===== src/rtl/riscv_ifetch_queue_pkg.sv =====
// Shared configuration and types for the instruction prefetch queue.
package riscv_ifetch_queue_pkg;

    // Architectural word width and project-wide queue defaults.
    localparam int unsigned XLEN                = 32;
    localparam int unsigned IFQ_DEPTH           = 4;
    localparam int unsigned IFQ_MAX_OUTSTANDING = 2;

    // Sequential fetches advance by one 32-bit instruction word.
    localparam logic [XLEN-1:0] IFQ_PC_STEP = XLEN'(4);

    // One buffered instruction as presented to the core.
    typedef struct packed {
        logic [XLEN-1:0] pc;
        logic [XLEN-1:0] instr;
    } ifq_entry_t;

    // Next sequential fetch address; wraps modulo 2^XLEN.
    function automatic logic [XLEN-1:0] ifq_next_pc(input logic [XLEN-1:0] pc);
        return pc + IFQ_PC_STEP;
    endfunction

endpackage


===== src/rtl/riscv_ifetch_queue_fifo.sv =====
// Synchronous FIFO with flush and occupancy outputs; head entry is read
// straight from the storage register, with no push-to-pop bypass.
module riscv_fifo #(
    parameter int unsigned WIDTH = 32,
    parameter int unsigned DEPTH = 4
) (
    input  logic                       clk_i,
    input  logic                       rstn_i,
    input  logic                       flush_i,
    input  logic                       push_i,
    input  logic [WIDTH-1:0]           wdata_i,
    input  logic                       pop_i,
    output logic [WIDTH-1:0]           rdata_o,
    output logic [$clog2(DEPTH):0]     count_o,
    output logic                       full_o,
    output logic                       empty_o
);

    localparam int unsigned AW = $clog2(DEPTH);

    logic [WIDTH-1:0] mem_q [DEPTH];
    logic [AW:0]      wptr_q, wptr_d;
    logic [AW:0]      rptr_q, rptr_d;
    logic             do_push;
    logic             do_pop;

    assign count_o = wptr_q - rptr_q;
    assign full_o  = (count_o == (AW + 1)'(DEPTH));
    assign empty_o = (count_o == '0);
    assign rdata_o = mem_q[rptr_q[AW-1:0]];

    // A full FIFO still accepts a push when the head leaves in the same cycle.
    assign do_pop  = pop_i & ~empty_o;
    assign do_push = push_i & (~full_o | do_pop);

    // Pointer next-state; flush discards all contents and wins over push/pop.
    always_comb begin
        wptr_d = wptr_q;
        rptr_d = rptr_q;
        if (flush_i) begin
            wptr_d = '0;
            rptr_d = '0;
        end else begin
            if (do_push) wptr_d = wptr_q + 1'b1;
            if (do_pop)  rptr_d = rptr_q + 1'b1;
        end
    end

    // Pointer registers with synchronous active-low reset.
    always_ff @(posedge clk_i) begin
        if (!rstn_i) begin
            wptr_q <= '0;
            rptr_q <= '0;
        end else begin
            wptr_q <= wptr_d;
            rptr_q <= rptr_d;
        end
    end

    // Storage write; contents need no reset since the pointers gate visibility.
    always_ff @(posedge clk_i) begin
        if (do_push && !flush_i) begin
            mem_q[wptr_q[AW-1:0]] <= wdata_i;
        end
    end

endmodule


===== src/rtl/riscv_ifetch_queue.sv =====
// Instruction prefetch queue: issues sequential fetches under a credit
// limit, buffers returned {pc, instr} pairs and flushes on redirect.
module riscv_ifetch_queue
    import riscv_ifetch_queue_pkg::*;
#(
    parameter int unsigned     DEPTH           = IFQ_DEPTH,
    parameter int unsigned     MAX_OUTSTANDING = IFQ_MAX_OUTSTANDING,
    parameter logic [XLEN-1:0] RESET_PC        = 32'h0000_0000
) (
    input  logic            i_clk,
    input  logic            i_rstn,
    output logic            o_ifq_valid,
    output logic [XLEN-1:0] o_ifq_instr,
    output logic [XLEN-1:0] o_ifq_pc,
    input  logic            i_ifq_ready,
    input  logic            i_ifq_redirect,
    input  logic [XLEN-1:0] i_ifq_redirect_pc,
    output logic            o_ifq_mem_req,
    output logic [XLEN-1:0] o_ifq_mem_addr,
    input  logic            i_ifq_mem_gnt,
    input  logic            i_ifq_mem_rvalid,
    input  logic [XLEN-1:0] i_ifq_mem_rdata
);

    localparam int unsigned CNT_W     = $clog2(DEPTH) + 1;
    localparam int unsigned OUT_W     = $clog2(MAX_OUTSTANDING) + 1;
    localparam int unsigned PCQ_DEPTH = (MAX_OUTSTANDING < 2) ? 2 : MAX_OUTSTANDING;
    localparam int unsigned PCQ_CNT_W = $clog2(PCQ_DEPTH) + 1;
    localparam int unsigned SUM_W     = CNT_W + OUT_W;

    logic [XLEN-1:0]      fpc_q, fpc_d;
    logic [OUT_W-1:0]     outstanding_q, outstanding_d;
    logic [OUT_W-1:0]     discard_q, discard_d;

    logic                 req;
    logic                 fire;
    logic                 rv_ok;
    logic                 rv_keep;
    logic [SUM_W-1:0]     credit_used;

    logic [XLEN-1:0]      pcq_head;
    logic [PCQ_CNT_W-1:0] pcq_count;
    logic                 pcq_full;
    logic                 pcq_empty;

    ifq_entry_t           ifq_wdata;
    ifq_entry_t           ifq_head;
    logic [CNT_W-1:0]     ifq_count;
    logic                 ifq_full;
    logic                 ifq_empty;
    logic                 ifq_pop;

    logic                 unused_status;

    // Occupancy of the PC queue mirrors outstanding; only the head is needed.
    assign unused_status = ^{pcq_count, pcq_full, pcq_empty, ifq_full};

    // Every in-flight request already owns a FIFO slot, so the buffer cannot overflow.
    assign credit_used   = SUM_W'(outstanding_q) + SUM_W'(ifq_count);
    assign req           = i_rstn & ~i_ifq_redirect
                         & (outstanding_q < OUT_W'(MAX_OUTSTANDING))
                         & (credit_used < SUM_W'(DEPTH));
    assign fire          = req & i_ifq_mem_gnt;

    // A response with nothing outstanding is a protocol violation and is ignored.
    assign rv_ok         = i_rstn & i_ifq_mem_rvalid & (outstanding_q != '0);
    assign rv_keep       = rv_ok & (discard_q == '0);

    assign o_ifq_mem_req  = req;
    assign o_ifq_mem_addr = fpc_q;

    assign o_ifq_valid   = i_rstn & ~ifq_empty;
    assign o_ifq_pc      = ifq_head.pc;
    assign o_ifq_instr   = ifq_head.instr;
    assign ifq_pop       = o_ifq_valid & i_ifq_ready & ~i_ifq_redirect;

    assign ifq_wdata.pc    = pcq_head;
    assign ifq_wdata.instr = i_ifq_mem_rdata;

    // Fetch address, in-flight count and discard count next-state.
    always_comb begin
        fpc_d         = fpc_q;
        outstanding_d = outstanding_q;
        discard_d     = discard_q;

        if (fire && !rv_ok) begin
            outstanding_d = outstanding_q + 1'b1;
        end else if (!fire && rv_ok) begin
            outstanding_d = outstanding_q - 1'b1;
        end

        if (i_ifq_redirect) begin
            fpc_d = i_ifq_redirect_pc;
            // outstanding already counts responses marked for discard, so every
            // response still owed after this cycle is dropped; this accumulates
            // correctly across back-to-back redirects.
            discard_d = outstanding_q - OUT_W'(rv_ok);
        end else begin
            if (fire) begin
                fpc_d = ifq_next_pc(fpc_q);
            end
            if (rv_ok && (discard_q != '0)) begin
                discard_d = discard_q - 1'b1;
            end
        end
    end

    // Control registers with synchronous active-low reset.
    always_ff @(posedge i_clk) begin
        if (!i_rstn) begin
            fpc_q         <= RESET_PC;
            outstanding_q <= '0;
            discard_q     <= '0;
        end else begin
            fpc_q         <= fpc_d;
            outstanding_q <= outstanding_d;
            discard_q     <= discard_d;
        end
    end

    // Addresses of granted requests awaiting their response, in order.
    riscv_fifo #(
        .WIDTH (XLEN),
        .DEPTH (PCQ_DEPTH)
    ) u_pc_queue (
        .clk_i   (i_clk),
        .rstn_i  (i_rstn),
        .flush_i (1'b0),
        .push_i  (fire),
        .wdata_i (fpc_q),
        .pop_i   (rv_ok),
        .rdata_o (pcq_head),
        .count_o (pcq_count),
        .full_o  (pcq_full),
        .empty_o (pcq_empty)
    );

    // Returned instructions waiting for the core.
    riscv_fifo #(
        .WIDTH ($bits(ifq_entry_t)),
        .DEPTH (DEPTH)
    ) u_instr_queue (
        .clk_i   (i_clk),
        .rstn_i  (i_rstn),
        .flush_i (i_ifq_redirect),
        .push_i  (rv_keep),
        .wdata_i (ifq_wdata),
        .pop_i   (ifq_pop),
        .rdata_o (ifq_head),
        .count_o (ifq_count),
        .full_o  (ifq_full),
        .empty_o (ifq_empty)
    );

endmodule


===== config.mk =====
export PLATFORM = sky130hd
export DESIGN_NAME = riscv_ifetch_queue
export DESIGN_NICKNAME = d
export VERILOG_FILES = /design/src/rtl/riscv_ifetch_queue_pkg.sv /design/src/rtl/riscv_ifetch_queue_fifo.sv /design/src/rtl/riscv_ifetch_queue.sv
export SDC_FILE = /design/constraint.sdc
export NUM_CORES = 1
export LEC_CHECK = 0
export BUFFER_PORTS_ARGS = -buffer_cell sky130_fd_sc_hd__buf_2
export CELL_PAD_IN_SITES_DETAIL_PLACEMENT = 1
export CELL_PAD_IN_SITES_GLOBAL_PLACEMENT = 2
export CORE_MARGIN = 2
export CORE_UTILIZATION = 43
export DETAILED_ROUTE_END_ITERATION = 8
export PLACE_DENSITY = 0.89
export SLEW_MARGIN = 15
export SYNTH_ARGS = -nofsm -noshare
export SYNTH_HDL_FRONTEND = slang
export SYNTH_SLANG_ARGS = --single-unit
export TNS_END_PERCENT = 1

===== constraint.sdc =====
create_clock -name i_clk -period 8.1 [get_ports i_clk]
set_input_delay 2.43 -clock i_clk [delete_from_list [all_inputs] [get_ports i_clk]]
set_output_delay 2.43 -clock i_clk [all_outputs]
set_load 0.03 [all_outputs]

==> impl_metrics.py <==
metrics = {
    "route": {
        "via_count": 7699,
        "antenna_left": 0,
        "postRouteWirelength_um": 31200,
        "avgRoutedWirePerCell_um": 21.9,
        "drc": 0,
        "via_per_inst": 5.41,
        "drtPass1Iterations": 5,
        "drtIter0Drc": 472,
    },
    "synthesis": {
        "yosysSeqAreaShare_pct": 74.2,
        "synth.most_common_cell": "edfxtp_1",
        "synth-seq-cells": 369,
        "synth_top_area_share_pct": 67.4,
        "post_synth_instance_area_um2": 14300,
        "async_reset_ff_share_pct": 0,
        "yosysTopAreaCell": "edfxtp_1",
        "synthTopCellsByCount": "edfxtp_1 (320), mux4_2 (64), dfxtp_1 (49), mux2_2 (36), nand2_1 (34)",
        "ys.flop_type": "edfxtp_1",
        "syn_inst": 777,
        "yosys_warnings": 0,
        "syn-num-nets": 859,
        "syn_avg_cell_area_um2": 18.4,
        "synth_cell_types": 50,
        "synthTopCellsByArea": "edfxtp_1 (67%), mux4_2 (10%), dfxtp_1 (6.9%), mux2_2 (2.8%), a21oi_1 (1.1%)",
        "synth-edff-count": 320,
    },
    "cells_and_area": {
        "areaGrowthSynthToFinish_pct": 18.1,
        "multi_input_area_um2": 3490,
        "finalNetCount": 1039,
        "antenna_cells": 0,
        "regArea_um2": 10600,
        "drive_above_1_share_pct": 34.4,
        "fill_cells": 3100,
    },
    "sta": {
        "drv_slew": 0,
        "holdWs_ns": 0.481,
        "fmax_mhz": 161,
        "rsz0062_at_grt": "no",
        "timing_hold_violations_final": 0,
        "post-route-min-period_ns": 6.23,
        "fin_setup_tns_ns": 0,
        "fin_crit_sh_pct": 76.9,
        "fin_skew_ns": 0.0135,
        "slew_headroom_pct": 24.0,
        "worst_pin_slew_ns": 1.13,
        "setup_violations": 0,
    },
    "floorplanning": {
        "io_pins": 168,
        "rows": 66,
        "core_um2": 32600,
        "die-area_um2": 34700,
        "start_util_pct": 43.7,
        "die_h_um": 186,
        "fp.dieW_um": 186,
    },
    "worst_setup_path": {
        "cp_top_family": "simple AND/OR/NAND/NOR gates",
        "critPathLaunchType": "input port",
        "worst-path-max-fanout": 35,
        "end_kind": "output port",
        "cpMostUsedCell": "buf_2",
        "cp.required_ns": 5.67,
        "slowest_stage": "or4b_4",
        "path_buf_inv": 2,
        "crit_chain": "buf_2 > or4b_4 > nor3_1 > buf_2",
        "critPathKind": "in -> out",
        "cpPeakStageDelay_ns": 0.62,
        "worstPathArrival_ns": 3.80,
    },
    "clock_network": {
        "htreeDepth": 2,
        "clockBufferDepth": 3,
        "clkLatencyLatePin_ns": 0.52,
        "cts_resized": 0,
        "cts_post_setup_buffers_inserted": 0,
        "cts_tree": "yes",
        "hold_buffers": 0,
        "cts.reportedPaths.clkPinSlew_ns": 0.05,
        "numCtsBuffers": 40,
        "clock-sinks": 369,
        "clockRootBuffer": "clkbuf_16",
    },
    "global_route": {
        "grt_pass1_vias": 8122,
        "antenna_found_initial": 0,
        "grt_pass1_wl_um": 47300,
        "grt.overflow.total": 0,
        "grt_usage_pct": 18.3,
        "grt_max_degree": 65,
    },
    "placed_design": {
        "globalplace.congestion": 0.805,
        "port_buffers": 167,
        "dp.final_hpwl_um": 19400,
    },
    "power_and_ir_drop": {
        "pwr-share-clk_pct": 43.6,
        "combPwrFrac_pct": 4.3,
        "powerDensity_nw_per_um2": 241,
        "seq_power_share_pct": 52.1,
        "worst_ir_drop_vdd_mv": 0.123,
        "p_leak_nw": 5.62,
        "power_switching_share_pct": 20.3,
        "p_int_mw": 3.24,
        "p_sw_mw": 0.826,
    },
    "status": {
        "status": "finished, final reports clean",
    },
    "worst_hold_path": {
        "hold_class": "reg -> reg",
    },
    "job": {
        "max_cap_viol_count": 0,
    },
}
worst reg2reg max path, delay by kind of cell (launching register included):
family / cells / cell delay [ns]
AND/OR/NAND/NOR: 3 / 1.52
adder cells (fa/ha/maj): 4 / 1.14
buffers and inverters: 4 / 0.62
flip-flops: 1 / 0.40
AO/OA/AOI/OAI: 1 / 0.14
per-stage QoR:
stage / util, % / setup slack, ns / power, mW / area [um^2] / instances
6_report: 51.7 / 1.87 / 4.06 / 16900 / 1424
5_1_grt: 51.7 / 1.79 / 4.19 / 16900 / 1424
4_1_cts: 51.7 / 1.86 / 4.11 / 16900 / 1424
3_5_place_dp: 47.8 / 1.87 / 2.33 / 15600 / 1357
3_3_place_gp: 47.8 / 1.87 / 2.33 / 15600 / 1357
2_1_floorplan: - / 1.48 / 2.26 / 14300 / 777
registers in the layout, summed over array words and instances, names as in the netlist, named ones only:
name,flops
u_instr_queue.mem_q,256
u_pc_queue.mem_q,64
o_ifq_mem_addr,32
u_instr_queue.rptr_q,3
u_instr_queue.wptr_q,3
discard_q,2
outstanding_q,2
u_pc_queue.rptr_q,2
u_pc_queue.wptr_q,2
power by group through the flow:
stage          sequential (mW)  combinational (mW)  clock, mW
5_1_grt                   2.12               0.190       1.88
4_1_cts                   2.12               0.177       1.81
3_5_place_dp              2.16               0.176          0
2_1_floorplan             2.17              0.0886          0
6_report                  2.12               0.174       1.77
3_3_place_gp              2.16               0.171          0
cell families (layout without fill, tap and decap cells):
kind of cell             after synthesis  count (layout)  share of synthesized area (%)
flip-flops                           369             369                           74.2
AND/OR/NAND/NOR                      144             144                           5.32
multiplexers                         102             102                           13.1
AO/OA/AOI/OAI                         78              78                           3.27
buffers and inverters                 51             256                           1.49
XOR/XNOR                              21              21                           1.49
adder cells (fa/ha/maj)               12              12                           1.11
path summary, 6_finish.rpt:
| path | depth (start not counted) | endpoint | slack, ns | start |
|---|---|---|---|---|
| worst max-delay path | 4 | o_ifq_mem_req | 1.87 | i_ifq_redirect |
| worst min-delay path | 0 | u_pc_queue.mem_q[1][0] | 0.48 | o_ifq_mem_addr[0] |
| worst max register to register | 12 | outstanding_q[1] | 4.19 | u_instr_queue.wptr_q[0] |
| worst min register to register | 0 | u_pc_queue.mem_q[1][0] | 0.48 | o_ifq_mem_addr[0] |
cell usage in the layout, fill, tap and decap left out, drive strengths merged, types with 2 or more instances in the layout:
| cell | Yosys | layout |
|---|---|---|
| a21oi | 32 | 32 |
| a221oi | 2 | 2 |
| a31oi | 12 | 12 |
| a41oi | 2 | 2 |
| and2 | 4 | 4 |
| and3 | 7 | 7 |
| and3b | 2 | 2 |
| and4 | 3 | 3 |
| buf | 15 | 173 |
| bufinv | 0 | 5 |
| clkbuf | 20 | 51 |
| clkinv | 0 | 11 |
| dfxtp | 49 | 49 |
| edfxtp | 320 | 320 |
| ha | 11 | 11 |
| inv | 16 | 15 |
| mux2 | 36 | 36 |
| mux2i | 2 | 2 |
| mux4 | 64 | 64 |
| nand2 | 34 | 34 |
| nand2b | 3 | 3 |
| nand3 | 15 | 15 |
| nand4 | 16 | 16 |
| nand4b | 2 | 2 |
| nor2 | 28 | 28 |
| nor3 | 15 | 15 |
| nor4 | 6 | 6 |
| o211ai | 2 | 2 |
| o21ai | 17 | 17 |
| o311ai | 2 | 2 |
| o31a | 2 | 2 |
| or4 | 4 | 4 |
| or4b | 2 | 2 |
| xnor2 | 10 | 10 |
| xor2 | 9 | 9 |
layout make-up:
cell class              count  share of cell area [%]
inverters                  16                   0.356
well taps                 442                    3.28
multi-input cells         357                    20.7
clock inverters            16                    1.18
repair buffers            173                    5.23
clock buffers              51                    6.37
flip-flops and latches    369                    62.9
routing by layer:
metal	part of all wire [%]	vias up	GRT usage [%]
li1	-	3482	-
met1	42	3956	23.3
met2	50	210	32.0
met3	5.5	51	3.45
met4	2.5	0	5.61
met5	0	-	0
Note: power is estimated with default switching activity, not from simulation.
